File: src/rtl/seg7_pkg.sv
// rtl/seg7_pkg.sv - shared types and constants for the 7-segment scan controller
package seg7_pkg;

    typedef enum logic {
        S_BLANK = 1'b0,
        S_DRIVE = 1'b1
    } scan_state_t;

    localparam logic [6:0] SEG_OFF = 7'h7F;

    // Active-low {g,f,e,d,c,b,a} patterns for hex digits 0..F
    localparam logic [6:0] SEG_TABLE [16] = '{
        7'b1000000, 7'b1111001, 7'b0100100, 7'b0110000,
        7'b0011001, 7'b0010010, 7'b0000010, 7'b1111000,
        7'b0000000, 7'b0010000, 7'b0001000, 7'b0000011,
        7'b1000110, 7'b0100001, 7'b0000110, 7'b0001110
    };

endpackage

File: src/rtl/seg7_hex_decoder.sv
// rtl/seg7_hex_decoder.sv - hex nibble to active-low segment lookup
module seg7_hex_decoder
    import seg7_pkg::*;
(
    input  logic [3:0] hex,
    output logic [6:0] seg
);

    // Pure table lookup; no registers here, the caller registers the result
    assign seg = SEG_TABLE[hex];

endmodule

File: src/rtl/seg7_scan_controller.sv
// rtl/seg7_scan_controller.sv - multiplexed 7-segment scan with dead time and frame-aligned commit
module seg7_scan_controller
    import seg7_pkg::*;
#(
    parameter int N_DIGITS     = 4,
    parameter int PRESCALE     = 50000,
    parameter int BLANK_CYCLES = 500,
    localparam int DW          = 5 * N_DIGITS,
    localparam int DSW         = $clog2(N_DIGITS)
) (
    input  logic                clck_i,
    input  logic                rst_i,
    input  logic                enable_i,
    input  logic                hold_i,
    input  logic                wr_valid_i,
    input  logic [DW-1:0]       wr_data_i,
    output logic                wr_ready_o,
    output logic [N_DIGITS-1:0] an_o,
    output logic [6:0]          seg_o,
    output logic                dp_o,
    output logic [DSW-1:0]      digit_sel_o,
    output logic                frame_o
);

    localparam int CNT_MAX = (PRESCALE > BLANK_CYCLES) ? PRESCALE : BLANK_CYCLES;
    localparam int CW      = (CNT_MAX > 1) ? $clog2(CNT_MAX) : 1;

    localparam logic [CW-1:0]  PRE_LAST   = CW'(PRESCALE - 1);
    localparam logic [CW-1:0]  BLANK_LAST = CW'(BLANK_CYCLES - 1);
    localparam logic [DSW-1:0] DIG_LAST   = DSW'(N_DIGITS - 1);

    scan_state_t          state_q, state_d;
    logic [CW-1:0]        cnt_q, cnt_d;
    logic [DSW-1:0]       dig_q, dig_d;
    logic                 boundary;

    logic [DW-1:0]        disp_q;
    logic [DW-1:0]        pend_q;
    logic                 pend_v;
    logic                 accept;
    logic                 commit;

    logic [3:0]           nibble;
    logic [6:0]           dec_seg;
    logic [N_DIGITS-1:0]  dp_mask;

    logic [N_DIGITS-1:0]  an_d;
    logic [6:0]           seg_d;
    logic                 dp_d;
    logic [DSW-1:0]       sel_d;
    logic                 frame_d;

    assign wr_ready_o = ~pend_v;
    assign accept     = wr_valid_i & ~pend_v;
    assign commit     = pend_v & (boundary | ~enable_i);
    assign dp_mask    = disp_q[DW-1:4*N_DIGITS];

    // Select the nibble of the shown value that belongs to the current digit
    always_comb begin
        nibble = 4'h0;
        for (int k = 0; k < N_DIGITS; k++) begin
            if (dig_q == DSW'(k)) begin
                nibble = disp_q[4*k +: 4];
            end
        end
    end

    seg7_hex_decoder u_dec (
        .hex (nibble),
        .seg (dec_seg)
    );

    // Scan state, prescaler and digit index registers
    always_ff @(posedge clck_i or posedge rst_i) begin
        if (rst_i) begin
            state_q <= S_BLANK;
            cnt_q   <= '0;
            dig_q   <= '0;
        end else begin
            state_q <= state_d;
            cnt_q   <= cnt_d;
            dig_q   <= dig_d;
        end
    end

    // Next scan position: disable parks at blank/digit 0, hold freezes everything
    always_comb begin
        state_d  = state_q;
        cnt_d    = cnt_q;
        dig_d    = dig_q;
        boundary = 1'b0;
        if (!enable_i) begin
            state_d = S_BLANK;
            cnt_d   = '0;
            dig_d   = '0;
        end else if (!hold_i) begin
            case (state_q)
                S_BLANK: begin
                    if (cnt_q == BLANK_LAST) begin
                        state_d = S_DRIVE;
                        cnt_d   = '0;
                    end else begin
                        cnt_d = cnt_q + CW'(1);
                    end
                end
                S_DRIVE: begin
                    if (cnt_q == PRE_LAST) begin
                        state_d = S_BLANK;
                        cnt_d   = '0;
                        if (dig_q == DIG_LAST) begin
                            dig_d    = '0;
                            boundary = 1'b1;
                        end else begin
                            dig_d = dig_q + DSW'(1);
                        end
                    end else begin
                        cnt_d = cnt_q + CW'(1);
                    end
                end
                default: begin
                    state_d = S_BLANK;
                    cnt_d   = '0;
                end
            endcase
        end
    end

    // Pending slot and shown value; commit only at frame boundary or while disabled
    always_ff @(posedge clck_i or posedge rst_i) begin
        if (rst_i) begin
            disp_q <= '0;
            pend_q <= '0;
            pend_v <= 1'b0;
        end else if (commit) begin
            disp_q <= pend_q;
            pend_v <= 1'b0;
        end else if (accept) begin
            pend_q <= wr_data_i;
            pend_v <= 1'b1;
        end
    end

    // Output values derived from the current scan position; held values by default
    always_comb begin
        an_d    = an_o;
        seg_d   = seg_o;
        dp_d    = dp_o;
        sel_d   = digit_sel_o;
        frame_d = 1'b0;
        if (!enable_i) begin
            an_d  = '1;
            seg_d = SEG_OFF;
            dp_d  = 1'b1;
            sel_d = '0;
        end else if (!hold_i) begin
            sel_d   = dig_q;
            frame_d = boundary;
            if (state_q == S_DRIVE) begin
                an_d  = ~(N_DIGITS'(1) << dig_q);
                seg_d = dec_seg;
                dp_d  = ~dp_mask[dig_q];
            end else begin
                an_d  = '1;
                seg_d = SEG_OFF;
                dp_d  = 1'b1;
            end
        end
    end

    // Registered display outputs
    always_ff @(posedge clck_i or posedge rst_i) begin
        if (rst_i) begin
            an_o        <= '1;
            seg_o       <= SEG_OFF;
            dp_o        <= 1'b1;
            digit_sel_o <= '0;
            frame_o     <= 1'b0;
        end else begin
            an_o        <= an_d;
            seg_o       <= seg_d;
            dp_o        <= dp_d;
            digit_sel_o <= sel_d;
            frame_o     <= frame_d;
        end
    end

endmodule

File: config.mk
export PLATFORM = sky130hd
export DESIGN_NAME = seg7_scan_controller
export DESIGN_NICKNAME = d
export VERILOG_FILES = /design/src/rtl/seg7_pkg.sv /design/src/rtl/seg7_hex_decoder.sv /design/src/rtl/seg7_scan_controller.sv
export SDC_FILE = /design/constraint.sdc
export NUM_CORES = 1
export LEC_CHECK = 0
export ABC_CLOCK_PERIOD_IN_PS = 3200
export CORE_MARGIN = 3
export CORE_UTILIZATION = 50
export DETAILED_ROUTE_END_ITERATION = 12
export PLACE_DENSITY_LB_ADDON = 0.15
export SETUP_SLACK_MARGIN = 0.4
export SLEW_MARGIN = 20
export SYNTH_ARGS = -nofsm -noshare
export SYNTH_HDL_FRONTEND = slang
export SYNTH_HIERARCHICAL = 1
export SYNTH_SLANG_ARGS = --single-unit
File: constraint.sdc
create_clock -name clck_i -period 3.2 [get_ports clck_i]
set_input_delay 0.64 -clock clck_i [delete_from_list [all_inputs] [get_ports clck_i]]
set_output_delay 0.64 -clock clck_i [all_outputs]
set_load 0.01 [all_outputs]
==> summary.md, run 1 <==
| Metric | Value |
|---|---|
| Outcome | `finished clean` |
| Cell leakage power | `1.88 nW` |
| CTS tree | `yes` |
| RePlAce Congestion | `0.836` |
| Number of routed nets with antenna violations | `0` |
| Fin. Hold Viols | `0` |
| Drt drc | `0` |
| Synth area leaders | `dfrtp_1, mux2_2, dfstp_2, ha_1, o21ai_0` |
| Drt pass-1 iters | `4` |
| Via Count | `2727` |
| Leading cell type in the layout, fill and taps excluded | `dfrtp_1` |
| # diodes | `0` |
| Crit path kind | `register to register` |
| Share of cells above drive strength 1 | `0.251` |
| Root buf cell | `clkbuf_8` |
| Drt via density | `5.52` |
| Register-to-register setup slack | `0.53 ns` |
| Tot GR Track Use | `0.189` |
| Fin Setup TNS | `0 ns` |
| First-pass GRT wire length | `12.8 mm` |
| Worst Max-Slew Pin Slew | `0.556 ns` |
| Worst Skew | `0.00841 ns` |
| Drt wl/cell | `15.8 um` |
| Routed Wire Length | `7.80 mm` |
| CTS Hold Bufs | `0` |
| Tcrit/Tclk final | `0.834` |
| Area grow syn2layout | `19.0%` |
| Die Span X | `93.3 um` |
| Hold Path Class | `register to register` |
| Critical Path RT | `3.43 ns` |
| Dpl hpwl | `5.42 mm` |
| Post-Syn Nets | `379` |
| Die Y | `93.3 um` |
| Syn Std Cell Area | `3810 um^2` |
| Clock buffer depth | `2` |
| Htree depth | `3` |
| Synth unique cells | `55` |
| Port bufs | `40` |
| DRT iter0 DRCs | `146` |
| Final setup vio count | `0` |
| Clock sinks | `75` |
| Worst-path clk slew | `0.08 ns` |
| Post-synth EDFFs | `0` |
| Initial antenna violation count | `0` |
| Vias in the first global route | `2571` |
| Pwr Density | `601 nW/um^2` |
| Initial Utilization | `0.520` |
| Critical Path Start Type | `register` |
| Async set-or-reset flop fraction in the synthesized netlist | `1.00` |
| Grt ovf | `0` |
| DIE AREA | `8700 um^2` |
| Synth top area share | `0.414` |
| Synth Flop Type | `dfrtp_1` |
| Cells after synthesis | `342` |
| Worst VDD drop | `0.368 mV` |
| Syn avg cell area | `11.1 um^2` |
| IO Count | `41` |
| Most frequent cells in the layout | `dfrtp_1, clkdlybuf4s50_1, mux2_2, nand2_1, o21ai_0` |
| Fin nets | `427` |
| Cell Rows | `31` |
| Arrival time worst endpoint | `2.90 ns` |
| Fmax | `0.375 GHz` |
| Clock period minus worst slack | `2.67 ns` |
| Critical path fanouts, max | `20` |
| CTS Buf Count | `9` |
| Ys Warns | `6` |
| Core footprint | `7330 um^2` |
| Sequential area share after synthesis | `0.497` |
| Slew headroom | `0.629` |
| Unrepaired setup endpoints after global routing | `false` |
| Worst setup EP type | `register` |
| Cell taking the most area after synthesis | `dfrtp_1` |
| Yosys reg bits | `75` |
| Pin count of the biggest net entering global routing | `46` |
| Slew Viols, Final | `0` |
| Fin Hold WS | `0.504 ns` |
| Clock latency on the worst-skew pair | `0.35 ns` |
| Max cap viols | `0` |
repair_timing:
item	CTS	global route
setup endpoints to repair	2	3
pin swaps	1	1
hold endpoints to repair	0	0
setup buffers	1	7
resized for setup	3	2
cells by family (layout without fill, tap and decap cells):
group | after synthesis | in the layout | synth area share
flip-flops | 75 | 75 | 0.497
multiplexers | 51 | 51 | 0.157
adder cells (fa/ha/maj) | 12 | 12 | 0.0394
buffers and inverters | 32 | 85 | 0.0565
AND/OR/NAND/NOR | 110 | 110 | 0.149
AO/OA/AOI/OAI | 62 | 62 | 0.102
registers in the layout (all words and copies together) (netlist names):
name and count:
disp_q 20, pend_q 20, cnt_q 16, seg_o 7, an_o 4, dig_q 2, digit_sel_o 2, dp_o 1
frame_o 1, pend_v 1, state_q 1
path summary, 6_finish.rpt:
path                            start          to  cells after the start
hold reg to reg            disp_q[18]  disp_q[18]                      1
setup reg to reg            cnt_q[10]   disp_q[8]                      5
max in group asynchronous       rst_i    dig_q[0]                      3
setup / recovery            cnt_q[10]   disp_q[8]                      5
hold / removal             disp_q[18]  disp_q[18]                      1
min in group asynchronous       rst_i    cnt_q[5]                      3
cell usage after synthesis (2+ instances only):
cell,number
dfrtp_1,63
mux2_2,37
nand2_1,30
o21ai_0,25
nor2_1,21
nand3_1,13
a21oi_1,12
dfstp_2,12
ha_1,12
inv_1,11
nor3_1,10
mux2i_1,9
clkbuf_1,7
nand4_1,7
nor2b_1,6
buf_6,5
a22oi_1,4
or4_1,4
a22o_1,3
buf_1,3
mux2_4,3
nor4b_1,3
o311ai_0,3
and3_2,2
and4_1,2
buf_4,2
mux4_2,2
nand2b_1,2
o21ai_1,2
o22ai_1,2
routing by layer:
metal	vias up	GRT usage	share of wire
met3	12	0.0338	0.040
met2	61	0.288	0.47
met5	-	0	0
met1	1325	0.263	0.47
li1	1329	-	-
met4	0	0.0904	0.020
stage by stage:
| step | area (um^2) | setup WS [ns] | total power [mW] | instances | utilization |
|---|---|---|---|---|---|
| global placement | 4240 | 0.334 | 1.85 | 470 | 0.578 |
| CTS | 4480 | 0.427 | 2.70 | 487 | 0.611 |
| detailed placement | 4240 | 0.146 | 1.88 | 470 | 0.578 |
| global route | 4530 | 0.385 | 2.87 | 494 | 0.618 |
| finish | 4530 | 0.531 | 2.72 | 494 | 0.618 |
| floorplan | 3810 | 0.497 | 1.70 | 342 | - |
report_power, final:
group | total (mW) | switching [mW] | internal, mW | leakage, nW
logic | 0.679 | 0.299 | 0.380 | 0.865
registers | 1.23 | 0.114 | 1.12 | 0.908
clock network | 0.812 | 0.350 | 0.462 | 0.111
worst max-delay path, cell delays in order (launching register included):
cell and delay (ns):
dfrtp_1 0.45, or4_1 0.56, or4_4 0.55, o21ai_2 0.26, nand2_2 0.34, mux2_4 0.39
layout make-up:
type,count,area (um^2)
well taps,99,124
repair buffers,56,520
clock buffers,12,145
fillers,598,2800
multi-input cells,235,1710
inverters,13,62.6
clock inverters,4,73.8
flip-flops and latches,75,1890
(Power assumes the default switching activity.)
==> run 2, diff against run 1 <==
Settings changed: ABC_CLOCK_PERIOD_IN_PS 3200 to 2600.
Clock period 3.2 ns to 2.6 ns, I/O delays scaled along.
==> summary.md, run 2 (synthesis results as in run 1) <==
| Metric | Value |
|---|---|
| Outcome | `finished clean` |
| Drt via density | `5.55` |
| Drt wl/cell | `15.7 um` |
| Clock sinks | `75` |
| CP max-delay cell | `mux4_2` |
| Final Non-Filler Cells | `516` |
| Fin Setup TNS | `0 ns` |
| Largest regs | `disp_q (20), pend_q (20), cnt_q (16)` |
| Slew Viols, Final | `0` |
| Tot GR Track Use | `0.196` |
| Leading cell type in the layout, fill and taps excluded | `dfrtp_1` |
| Drt drc | `0` |
| Area occupied by multi-input gates | `1850 um^2` |
| Vias in the first global route | `2711` |
| RePlAce Congestion | `0.871` |
| CTS tree | `yes` |
| Initial antenna violation count | `0` |
| Cell Rows | `31` |
| Fmax | `0.406 GHz` |
| CTS Buf Count | `9` |
| Largest stage delay, worst path | `0.47 ns` |
| Die Y | `93.3 um` |
| Unrepaired setup endpoints after global routing | `true` |
| Initial Utilization | `0.520` |
| Core footprint | `7330 um^2` |
| Clock period minus worst slack | `2.46 ns` |
| # diodes | `0` |
| Drt pass-1 iters | `4` |
| Grt ovf | `0` |
| Clock buffer depth | `2` |
| CTS Hold Bufs | `0` |
| Pin count of the biggest net entering global routing | `34` |
| Final WS setup | `0.139 ns` |
| Worst Max-Slew Pin Slew | `0.617 ns` |
| Share of cells above drive strength 1 | `0.357` |
| Cells after DPL | `481` |
| Worst Skew | `0.0127 ns` |
| Tcrit/Tclk final | `0.947` |
| IO Count | `41` |
| Port bufs | `40` |
| Routed Wire Length | `8.08 mm` |
| Worst VDD drop | `0.462 mV` |
| Fin. Hold Viols | `0` |
| Most frequent cells in the layout | `dfrtp_1, clkdlybuf4s50_1, mux2_2, nand2_1, buf_4` |
| Critical Path Start Type | `register` |
| Final setup vio count | `0` |
| Reg area | `1890 um^2` |
| Cell family with most CP delay | `multiplexers` |
| Worst path cell trace | `inv_2 > ha_4 > nor2b_4 > a22oi_2 > nor2_1 > a21oi_1 > o21ai_2 > inv_2 > ha_4 > inv_2 > mux4_2 > nor3_2 > o21ai_1` |
| Post-place setup slack | `0.0714 ns` |
| Arrival time worst endpoint | `2.74 ns` |
| Crit path kind | `register to register` |
| Fin nets | `449` |
| Hold Path Class | `register to register` |
| Dpl hpwl | `5.55 mm` |
| Critical Path RT | `2.88 ns` |
| First-pass GRT wire length | `13.3 mm` |
| Root buf cell | `clkbuf_8` |
| Worst setup EP type | `register` |
| Die Span X | `93.3 um` |
| DRT iter0 DRCs | `124` |
| Number of fill cells | `568` |
| Max cap viols | `0` |
| CP bufs+invs | `3` |
| Pwr Density | `679 nW/um^2` |
| Worst-path clk slew | `0.09 ns` |
| Area grow syn2layout | `28.0%` |
| Via Count | `2865` |
| Cell leakage power | `2.00 nW` |
| Clock latency on the worst-skew pair | `0.36 ns` |
| Htree depth | `3` |
| Slew headroom | `0.588` |
| Critical path fanouts, max | `4` |
| Most common cell on crit path | `inv_2` |
| Number of routed nets with antenna violations | `0` |
| DIE AREA | `8700 um^2` |
run 2: cell types whose count changed in the layout (fill, tap and decap cells not counted), sizes merged:
cell	before	now
buf	16	38
bufinv	3	1
clkbuf	12	9
clkinv	3	2
clkinvlp	0	3
inv	11	14
run 2: worst paths after layout:
| kind | start | to | slack [ns] | cells past startpoint |
|---|---|---|---|---|
| worst min register to register | pend_q[2] | disp_q[2] | 0.50 | 1 |
| worst max register to register | dig_q[0] | seg_o[3] | 0.14 | 13 |
| worst min-delay path | pend_q[2] | disp_q[2] | 0.50 | 1 |
| max in group asynchronous | rst_i | seg_o[3] | 1.38 | 3 |
| worst max-delay path | dig_q[0] | seg_o[3] | 0.14 | 13 |
| min in group asynchronous | rst_i | dig_q[0] | 0.59 | 2 |
run 2: final cells by class:
class | instances | share of cell area
sequential | 75 | 0.388
inverter | 13 | 0.0136
multi-input combinational | 235 | 0.380
clock inverter | 7 | 0.0121
tap | 99 | 0.0254
timing repair buffer | 78 | 0.155
clock buffer | 9 | 0.0254
run 2: timing repair:
action	CTS	global route
gates cloned	0	1
hold endpoints to repair	0	0
setup buffers	10	8
endpoints found under the setup margin	41	46
pin swaps	10	16
resized for setup	26	23
run 2: through the flow:
stage	util	power [mW]	hold WS (ns)	area (um^2)
floorplan	-	2.13	0.474	3870
global placement	0.601	2.34	0.491	4410
detailed placement	0.601	2.38	0.493	4410
CTS	0.646	3.27	0.513	4740
global route	0.665	3.50	0.529	4870
finish	0.665	3.31	0.504	4870
run 2: report_power, final:
part,internal (mW),leakage [nW],switching [mW],total [mW]
registers,1.38,0.910,0.146,1.52
logic,0.530,1.01,0.417,0.947
clock network,0.361,0.0872,0.480,0.841
run 2: worst register-to-register path, cell delays in order, from the launching register on:
cell and delay [ns]:
dfrtp_2 0.46, inv_2 0.09, ha_4 0.13, nor2b_4 0.17
a22oi_2 0.07, nor2_1 0.13, a21oi_1 0.06, o21ai_2 0.18
inv_2 0.10, ha_4 0.27, inv_2 0.03, mux4_2 0.47
nor3_2 0.16, o21ai_1 0.08
run 2: routing by layer:
metal | up-vias | track usage | wire (um)
met3 | 14 | 0.0483 | 286
met1 | 1412 | 0.262 | 3700
li1 | 1382 | - | -
met4 | 0 | 0.0659 | 135
met5 | - | 0 | 0
met2 | 57 | 0.311 | 3950
